## src/rtl/wakeup_matrix_mp_if.sv

```systemverilog
// Bus bundle for wakeup_matrix_mp: dispatch, grant, wakeup, cancel,
// retire and flush inputs plus the free-finder and request outputs.
// The master side drives the control inputs; the slave side is the matrix.
interface wakeup_matrix_mp_if #(
  parameter int RS_ENTRIES   = 16,
  parameter int NUM_FUS      = 4,
  parameter int DISP_WIDTH   = 2,
  parameter int ISSUE_WIDTH  = 2,
  parameter int RETIRE_WIDTH = 2
);
  localparam int COLS  = RS_ENTRIES * NUM_FUS;
  localparam int IDX_W = $clog2(RS_ENTRIES);

  logic                            flush;
  logic [DISP_WIDTH-1:0]           disp_valid;
  logic [DISP_WIDTH*COLS-1:0]      disp_dep_mask;
  logic [DISP_WIDTH*IDX_W-1:0]     disp_entry;
  logic [DISP_WIDTH-1:0]           disp_ready;
  logic [IDX_W:0]                  free_count;
  logic [RS_ENTRIES-1:0]           reqs;
  logic [RS_ENTRIES-1:0]           oldest_req;
  logic [ISSUE_WIDTH-1:0]          grant_valid;
  logic [ISSUE_WIDTH*IDX_W-1:0]    grant_idx;
  logic [COLS-1:0]                 ready_mask;
  logic                            cancel_valid;
  logic [IDX_W-1:0]                cancel_entry;
  logic [RETIRE_WIDTH-1:0]         retire_valid;
  logic [RETIRE_WIDTH*IDX_W-1:0]   retire_entry;

  modport master (
    output flush, disp_valid, disp_dep_mask, grant_valid, grant_idx,
           ready_mask, cancel_valid, cancel_entry, retire_valid, retire_entry,
    input  disp_entry, disp_ready, free_count, reqs, oldest_req
  );

  modport slave (
    input  flush, disp_valid, disp_dep_mask, grant_valid, grant_idx,
           ready_mask, cancel_valid, cancel_entry, retire_valid, retire_entry,
    output disp_entry, disp_ready, free_count, reqs, oldest_req
  );
endinterface

```

## src/rtl/wakeup_matrix_mp.sv

```systemverilog
// Multi-port reservation-station wakeup matrix. Each entry holds a
// dependency row over all FU columns; an entry requests select once it is
// valid, not granted and its row has drained to zero.
// Optional age ordering (oldest_req) is enabled with WAKEUP_AGE_ORDER_EN.
module wakeup_matrix_mp #(
  parameter int RS_ENTRIES   = 16,
  parameter int NUM_FUS      = 4,
  parameter int DISP_WIDTH   = 2,
  parameter int ISSUE_WIDTH  = 2,
  parameter int RETIRE_WIDTH = 2
) (
  input logic               clk,
  input logic               rst,
  wakeup_matrix_mp_if.slave bus
);
  localparam int COLS  = RS_ENTRIES * NUM_FUS;
  localparam int IDX_W = $clog2(RS_ENTRIES);
  localparam int CNT_W = IDX_W + 1;

  logic [RS_ENTRIES-1:0] valid_q;
  logic [RS_ENTRIES-1:0] granted_q;
  logic [COLS-1:0]       dep_q [RS_ENTRIES];

  logic [IDX_W-1:0]      sel [DISP_WIDTH];
  logic [CNT_W-1:0]      free_cnt;
  logic [DISP_WIDTH-1:0] slot_ready;
  logic [DISP_WIDTH-1:0] accept;
  logic [RS_ENTRIES-1:0] disp_hit;
  logic [RS_ENTRIES-1:0] retire_hit;
  logic [RS_ENTRIES-1:0] cancel_hit;
  logic [RS_ENTRIES-1:0] grant_hit;
  logic [RS_ENTRIES-1:0] reqs;
  logic [COLS-1:0]       row_next [RS_ENTRIES];

  // Free finder: slot k takes the (k+1)-th lowest invalid entry.
  always_comb begin
    free_cnt = '0;
    for (int k = 0; k < DISP_WIDTH; k++) sel[k] = IDX_W'(k);
    for (int i = 0; i < RS_ENTRIES; i++) begin
      if (!valid_q[i]) begin
        for (int k = 0; k < DISP_WIDTH; k++) begin
          if (free_cnt == CNT_W'(k)) sel[k] = IDX_W'(i);
        end
        free_cnt = free_cnt + CNT_W'(1);
      end
    end
  end

  for (genvar k = 0; k < DISP_WIDTH; k++) begin : g_slot
    assign slot_ready[k] = free_cnt > CNT_W'(k);
    assign bus.disp_entry[k*IDX_W +: IDX_W] = sel[k];
  end

  assign accept         = bus.disp_valid & slot_ready & {DISP_WIDTH{~bus.flush}};
  assign bus.disp_ready = slot_ready;
  assign bus.free_count = free_cnt;

  // Per-entry decode of dispatch/retire/cancel/grant and next dependency row.
  // A dispatched row takes its mask minus this cycle's wakeups so a producer
  // completing in the dispatch cycle is not missed.
  always_comb begin
    disp_hit   = '0;
    retire_hit = '0;
    cancel_hit = '0;
    grant_hit  = '0;
    for (int i = 0; i < RS_ENTRIES; i++) begin
      row_next[i] = dep_q[i] & ~bus.ready_mask;
      for (int k = 0; k < DISP_WIDTH; k++) begin
        if (accept[k] && sel[k] == IDX_W'(i)) begin
          disp_hit[i] = 1'b1;
          row_next[i] = bus.disp_dep_mask[k*COLS +: COLS] & ~bus.ready_mask;
        end
      end
      for (int r = 0; r < RETIRE_WIDTH; r++) begin
        if (bus.retire_valid[r] && bus.retire_entry[r*IDX_W +: IDX_W] == IDX_W'(i))
          retire_hit[i] = 1'b1;
      end
      for (int g = 0; g < ISSUE_WIDTH; g++) begin
        if (bus.grant_valid[g] && bus.grant_idx[g*IDX_W +: IDX_W] == IDX_W'(i))
          grant_hit[i] = 1'b1;
      end
      cancel_hit[i] = bus.cancel_valid && (bus.cancel_entry == IDX_W'(i));
    end
  end

  // Entry state update. Dispatch only ever targets an entry that is invalid
  // in the registers, so it cannot collide with a meaningful retire/cancel/grant.
  always_ff @(posedge clk) begin
    if (rst) begin
      valid_q   <= '0;
      granted_q <= '0;
      for (int i = 0; i < RS_ENTRIES; i++) dep_q[i] <= '0;
    end else begin
      for (int i = 0; i < RS_ENTRIES; i++) begin
        dep_q[i] <= row_next[i];
        if (bus.flush) begin
          valid_q[i]   <= 1'b0;
          granted_q[i] <= 1'b0;
        end else if (disp_hit[i]) begin
          valid_q[i]   <= 1'b1;
          granted_q[i] <= 1'b0;
        end else if (retire_hit[i]) begin
          valid_q[i]   <= 1'b0;
          granted_q[i] <= 1'b0;
        end else if (cancel_hit[i] && valid_q[i]) begin
          granted_q[i] <= 1'b0;
        end else if (grant_hit[i] && valid_q[i]) begin
          granted_q[i] <= 1'b1;
        end
      end
    end
  end

  // Request vector straight from registered state.
  always_comb begin
    for (int i = 0; i < RS_ENTRIES; i++)
      reqs[i] = valid_q[i] & ~granted_q[i] & ~|dep_q[i];
  end

  assign bus.reqs = reqs;

`ifdef WAKEUP_AGE_ORDER_EN
  // age_q[i][j] = 1 means entry i is older than entry j.
  logic [RS_ENTRIES-1:0] age_q [RS_ENTRIES];
  logic [RS_ENTRIES-1:0] older [DISP_WIDTH];
  logic [RS_ENTRIES-1:0] seen;
  logic [RS_ENTRIES-1:0] col;
  logic [RS_ENTRIES-1:0] oldest;

  // Entries older than each slot's new entry: everything already valid plus
  // lower slots accepted in the same cycle.
  always_comb begin
    seen = valid_q;
    for (int k = 0; k < DISP_WIDTH; k++) begin
      older[k] = seen;
      if (accept[k]) seen[sel[k]] = 1'b1;
    end
  end

  // Row clears first, then column writes, so a same-cycle higher slot
  // still records the lower slot as older.
  always_ff @(posedge clk) begin
    if (rst) begin
      for (int i = 0; i < RS_ENTRIES; i++) age_q[i] <= '0;
    end else begin
      for (int k = 0; k < DISP_WIDTH; k++)
        if (accept[k]) age_q[sel[k]] <= '0;
      for (int k = 0; k < DISP_WIDTH; k++)
        if (accept[k])
          for (int j = 0; j < RS_ENTRIES; j++) age_q[j][sel[k]] <= older[k][j];
    end
  end

  // A requester is oldest when no other requester is older than it.
  always_comb begin
    col    = '0;
    oldest = '0;
    for (int i = 0; i < RS_ENTRIES; i++) begin
      for (int j = 0; j < RS_ENTRIES; j++) col[j] = age_q[j][i];
      oldest[i] = reqs[i] & ~|(reqs & col);
    end
  end

  assign bus.oldest_req = oldest;
`else
  assign bus.oldest_req = '0;
`endif

endmodule

```

## src/flat_wrapper.sv

```systemverilog
// flat-port wrapper written by rule: the top's interface ports become plain ports
module wakeup_matrix_mp_flat 
#(
  parameter int RS_ENTRIES   = 16,
  parameter int NUM_FUS      = 4,
  parameter int DISP_WIDTH   = 2,
  parameter int ISSUE_WIDTH  = 2,
  parameter int RETIRE_WIDTH = 2
)
  (clk, rst, bus_flush, bus_disp_valid, bus_disp_dep_mask, bus_grant_valid, bus_grant_idx, bus_ready_mask, bus_cancel_valid, bus_cancel_entry, bus_retire_valid, bus_retire_entry, bus_disp_entry, bus_disp_ready, bus_free_count, bus_reqs, bus_oldest_req);
  wakeup_matrix_mp_if #(.RS_ENTRIES(RS_ENTRIES), .NUM_FUS(NUM_FUS), .DISP_WIDTH(DISP_WIDTH), .ISSUE_WIDTH(ISSUE_WIDTH), .RETIRE_WIDTH(RETIRE_WIDTH)) bus_i ();
  input logic clk;
  input logic rst;
  input wire logic [$bits(bus_i.flush)-1:0] bus_flush;
  input wire logic [$bits(bus_i.disp_valid)-1:0] bus_disp_valid;
  input wire logic [$bits(bus_i.disp_dep_mask)-1:0] bus_disp_dep_mask;
  input wire logic [$bits(bus_i.grant_valid)-1:0] bus_grant_valid;
  input wire logic [$bits(bus_i.grant_idx)-1:0] bus_grant_idx;
  input wire logic [$bits(bus_i.ready_mask)-1:0] bus_ready_mask;
  input wire logic [$bits(bus_i.cancel_valid)-1:0] bus_cancel_valid;
  input wire logic [$bits(bus_i.cancel_entry)-1:0] bus_cancel_entry;
  input wire logic [$bits(bus_i.retire_valid)-1:0] bus_retire_valid;
  input wire logic [$bits(bus_i.retire_entry)-1:0] bus_retire_entry;
  output wire logic [$bits(bus_i.disp_entry)-1:0] bus_disp_entry;
  output wire logic [$bits(bus_i.disp_ready)-1:0] bus_disp_ready;
  output wire logic [$bits(bus_i.free_count)-1:0] bus_free_count;
  output wire logic [$bits(bus_i.reqs)-1:0] bus_reqs;
  output wire logic [$bits(bus_i.oldest_req)-1:0] bus_oldest_req;
  assign bus_i.flush = bus_flush;
  assign bus_i.disp_valid = bus_disp_valid;
  assign bus_i.disp_dep_mask = bus_disp_dep_mask;
  assign bus_i.grant_valid = bus_grant_valid;
  assign bus_i.grant_idx = bus_grant_idx;
  assign bus_i.ready_mask = bus_ready_mask;
  assign bus_i.cancel_valid = bus_cancel_valid;
  assign bus_i.cancel_entry = bus_cancel_entry;
  assign bus_i.retire_valid = bus_retire_valid;
  assign bus_i.retire_entry = bus_retire_entry;
  assign bus_disp_entry = bus_i.disp_entry;
  assign bus_disp_ready = bus_i.disp_ready;
  assign bus_free_count = bus_i.free_count;
  assign bus_reqs = bus_i.reqs;
  assign bus_oldest_req = bus_i.oldest_req;
  wakeup_matrix_mp #(.RS_ENTRIES(RS_ENTRIES), .NUM_FUS(NUM_FUS), .DISP_WIDTH(DISP_WIDTH), .ISSUE_WIDTH(ISSUE_WIDTH), .RETIRE_WIDTH(RETIRE_WIDTH)) u_core (.clk(clk), .rst(rst), .bus(bus_i));
endmodule
```

## config.mk

```make
export PLATFORM = sky130hd
export DESIGN_NAME = wakeup_matrix_mp_flat
export DESIGN_NICKNAME = d
export VERILOG_FILES = /design/src/rtl/wakeup_matrix_mp_if.sv /design/src/rtl/wakeup_matrix_mp.sv /design/src/flat_wrapper.sv
export SDC_FILE = /design/constraint.sdc
export NUM_CORES = 2
export LEC_CHECK = 0
export ABC_AREA = 0
export BUFFER_PORTS_ARGS = -buffer_cell sky130_fd_sc_hd__buf_2
export CORE_MARGIN = 5
export CORE_UTILIZATION = 35
export CTS_CLUSTER_DIAMETER = 200
export DETAILED_ROUTE_END_ITERATION = 8
export PLACE_DENSITY_LB_ADDON = 0.08
export RECOVER_POWER = 25
export SYNTH_ARGS = -nofsm -noshare
export SYNTH_HDL_FRONTEND = slang
export SYNTH_SLANG_ARGS = --single-unit
export TNS_END_PERCENT = 50
```

## constraint.sdc

```tcl
create_clock -name clk -period 22.1 [get_ports clk]
set_input_delay 3.315 -clock clk [delete_from_list [all_inputs] [get_ports clk]]
set_output_delay 3.315 -clock clk [all_outputs]
set_load 0.02 [all_outputs]
```

==> impl_metrics.yaml <==
timing:
  rsz0062_at_grt: "false"
  setup_slack_ps: 5280
  fin_setup_tns_ps: 0
  finalHoldViolations: 0
  setup_viol: 0
  skew_ps: 25.0
  finalMaxSlewViolations: 497
  max_slew_margin_pct: -247
  worst_pin_slew_ps: 5200
  period_needed_ps: 16820
  clock.fmax_ghz: 0.0595
  post-route-period-util_pct: 76.1
worst_setup_path:
  critPathBufInv: 7
  crit_path_start_kind: "register"
  cpPeakStageDelay_ps: 3740
  crit_path_frequent_cell: "ha_1"
  critical_path_class: "register to register"
  cp_top_family: "simple AND/OR/NAND/NOR gates"
  cp.arrival_ps: 17470
  path_max_fanout: 64
  cp-end-kind: "register"
  crit_slowest_cell: "and2_0"
  cp.required_ps: 22750
synthesis:
  netlist_top_cells_area: "dfxtp_1 (42%), nand2_1 (10%), o21ai_0 (9.5%)"
  seq_area_frac_synth_pct: 41.9
  async_flop_share_pct: 0
  synth_cell_types: 84
  syn_avg_cell_area_um2: 7.82
  synth_edf_count: 0
  syn_inst: 6461
  yosysTopAreaCell: "dfxtp_1"
  yosysWarnings: 0
  synth_flop_cell: "dfxtp_1"
  ys_seq_elements: 1056
  synth.cell_area_mm2: 0.0505
  synth_most_common_cell: "nand2_1"
  synth_commonest_cells: "nand2_1 (1382), dfxtp_1 (1056), o21ai_0 (960)"
  synth_top_area_share_pct: 41.9
finish:
  utilization_pct: 39.3
  multi_input_area_mm2: 0.0268
  syn_to_final_growth_pct: 11.5
  final_cells: 8326
  layout-drive-gt1-share_pct: 8.94
  ff_latch_area_mm2: 0.0211
  nets: 6575
  fillers: 14679
run:
  drv_cap: 11
floorplan:
  floorplan.initialDensity_pct: 35.2
  fp.dieH_um: 390
  fp.dieW_um: 390
  core_mm2: 0.143
  rows: 139
  dieArea_mm2: 0.152
  ios: 269
global_routing:
  grt_antenna_before_repair: 30
  grt_util_all_layers_pct: 28.8
  grt_max_degree: 106
  grt_pass1_vias: 44600
  gr-total-overflow: 0
  grt_first_pass_wirelength_um: 327000
outcome:
  status: "finished, violations left"
  failed_checks: "max-capacitance violations, max-slew violations"
placed_design:
  dp_cells: 8095
  hpwl_um: 144000
  routabilityCongestion: 0.860
  place_ws_ps: 6550
  portBuffers: 252
cts:
  clock_sinks: 1056
  clk_pin_slew_ps: 70
  htreeDepth: 3
  cts_resized: 0
  cts_tree: "yes"
  cts_setup_buffers: 0
  hold_buffers: 0
  clk_latency_ps: 750
  clockBufferDepth: 3
  root_buffer: "clkbuf_16"
  cts-buffers-inserted: 118
hold_path:
  min_path_type: "register to register"
detailed_routing:
  firstDrtPassIters: 6
  wire_per_inst_um: 27.6
  num_vias: 49581
  vias_per_cell: 5.95
  ant_nets: 0
  drc: 0
  wl_um: 230000
  drtIter0Drc: 5568
[per-stage QoR]
stage / instance area, um^2 / hold WS, ps
6_report: 56300 / 468
5_1_grt: 56300 / 480
4_1_cts: 56400 / 468
3_5_place_dp: 52600 / 460
3_3_place_gp: 52600 / 453
2_1_floorplan: 50600 / 438
[tightest hold or removal path: stages, from the launching register on]
cell     delay (ps)
dfxtp_1         310
nand2_1          50
a31oi_1          60
[placed cells by master, fill, tap and decap left out, types with 41 or more instances in the layout]
cell type,count
mux2i_1,395
nand3_1,62
dfxtp_1,1056
a21oi_1,344
buf_2,237
nor3_1,97
a31oi_1,661
clkbuf_1,65
inv_1,60
nor2_1,108
nand2_1,1378
ha_1,41
nor4_1,265
buf_4,96
o21ai_0,960
clkbuf_16,121
[cell type report]
class | count | share of cell area [%]
Multi-Input combinational cell | 4723 | 47.5
Sequential cell | 1056 | 37.5
Clock buffer | 204 | 6.57
Tap cell | 1903 | 4.23
Timing Repair Buffer | 352 | 3.52
Inverter | 61 | 0.406
Clock inverter | 14 | 0.173
Antenna cell | 13 | 0.0577
[state kept, by name (all words and copies together), names as in the netlist]
name / cells
u_core.dep_q: 1024
u_core.granted_q: 16
u_core.valid_q: 16
[cell families (layout without fill, tap and decap cells)]
| family | after synthesis | in the layout | synth area share, % |
|---|---|---|---|
| simple gates | 2135 | 2135 | 18.9 |
| buf+inv | 697 | 631 | 5.72 |
| fa+ha+maj | 43 | 43 | 1.06 |
| other cells | 1 | 29 | 0.00742 |
| compound gates | 2071 | 2071 | 22.9 |
| mux | 402 | 402 | 8.01 |
| xor+xnor | 56 | 56 | 1.58 |
| flops | 1056 | 1056 | 41.9 |
[per-layer routing]
metal	wire (um)	track usage, %	vias up
met5	111	0	-
met4	5660	7.31	18
met3	20500	5.89	274
met2	97800	42.9	2171
met1	106000	42.2	24186
li1	-	-	22932
[path summary, 6_finish.rpt]
path / start / endpoint / slack (ps) / cells after the start
setup / recovery: u_core.valid_q[0] / u_core.dep_q[1][278] / 5280 / 57
setup reg to reg: u_core.valid_q[0] / u_core.dep_q[1][278] / 5280 / 57
hold reg to reg: u_core.dep_q[0][461] / u_core.dep_q[0][461] / 470 / 2
hold / removal: u_core.dep_q[0][461] / u_core.dep_q[0][461] / 470 / 2
Power is not shown: default switching activity piles up to over one toggle a cycle in this logic, so the estimate is an artifact.
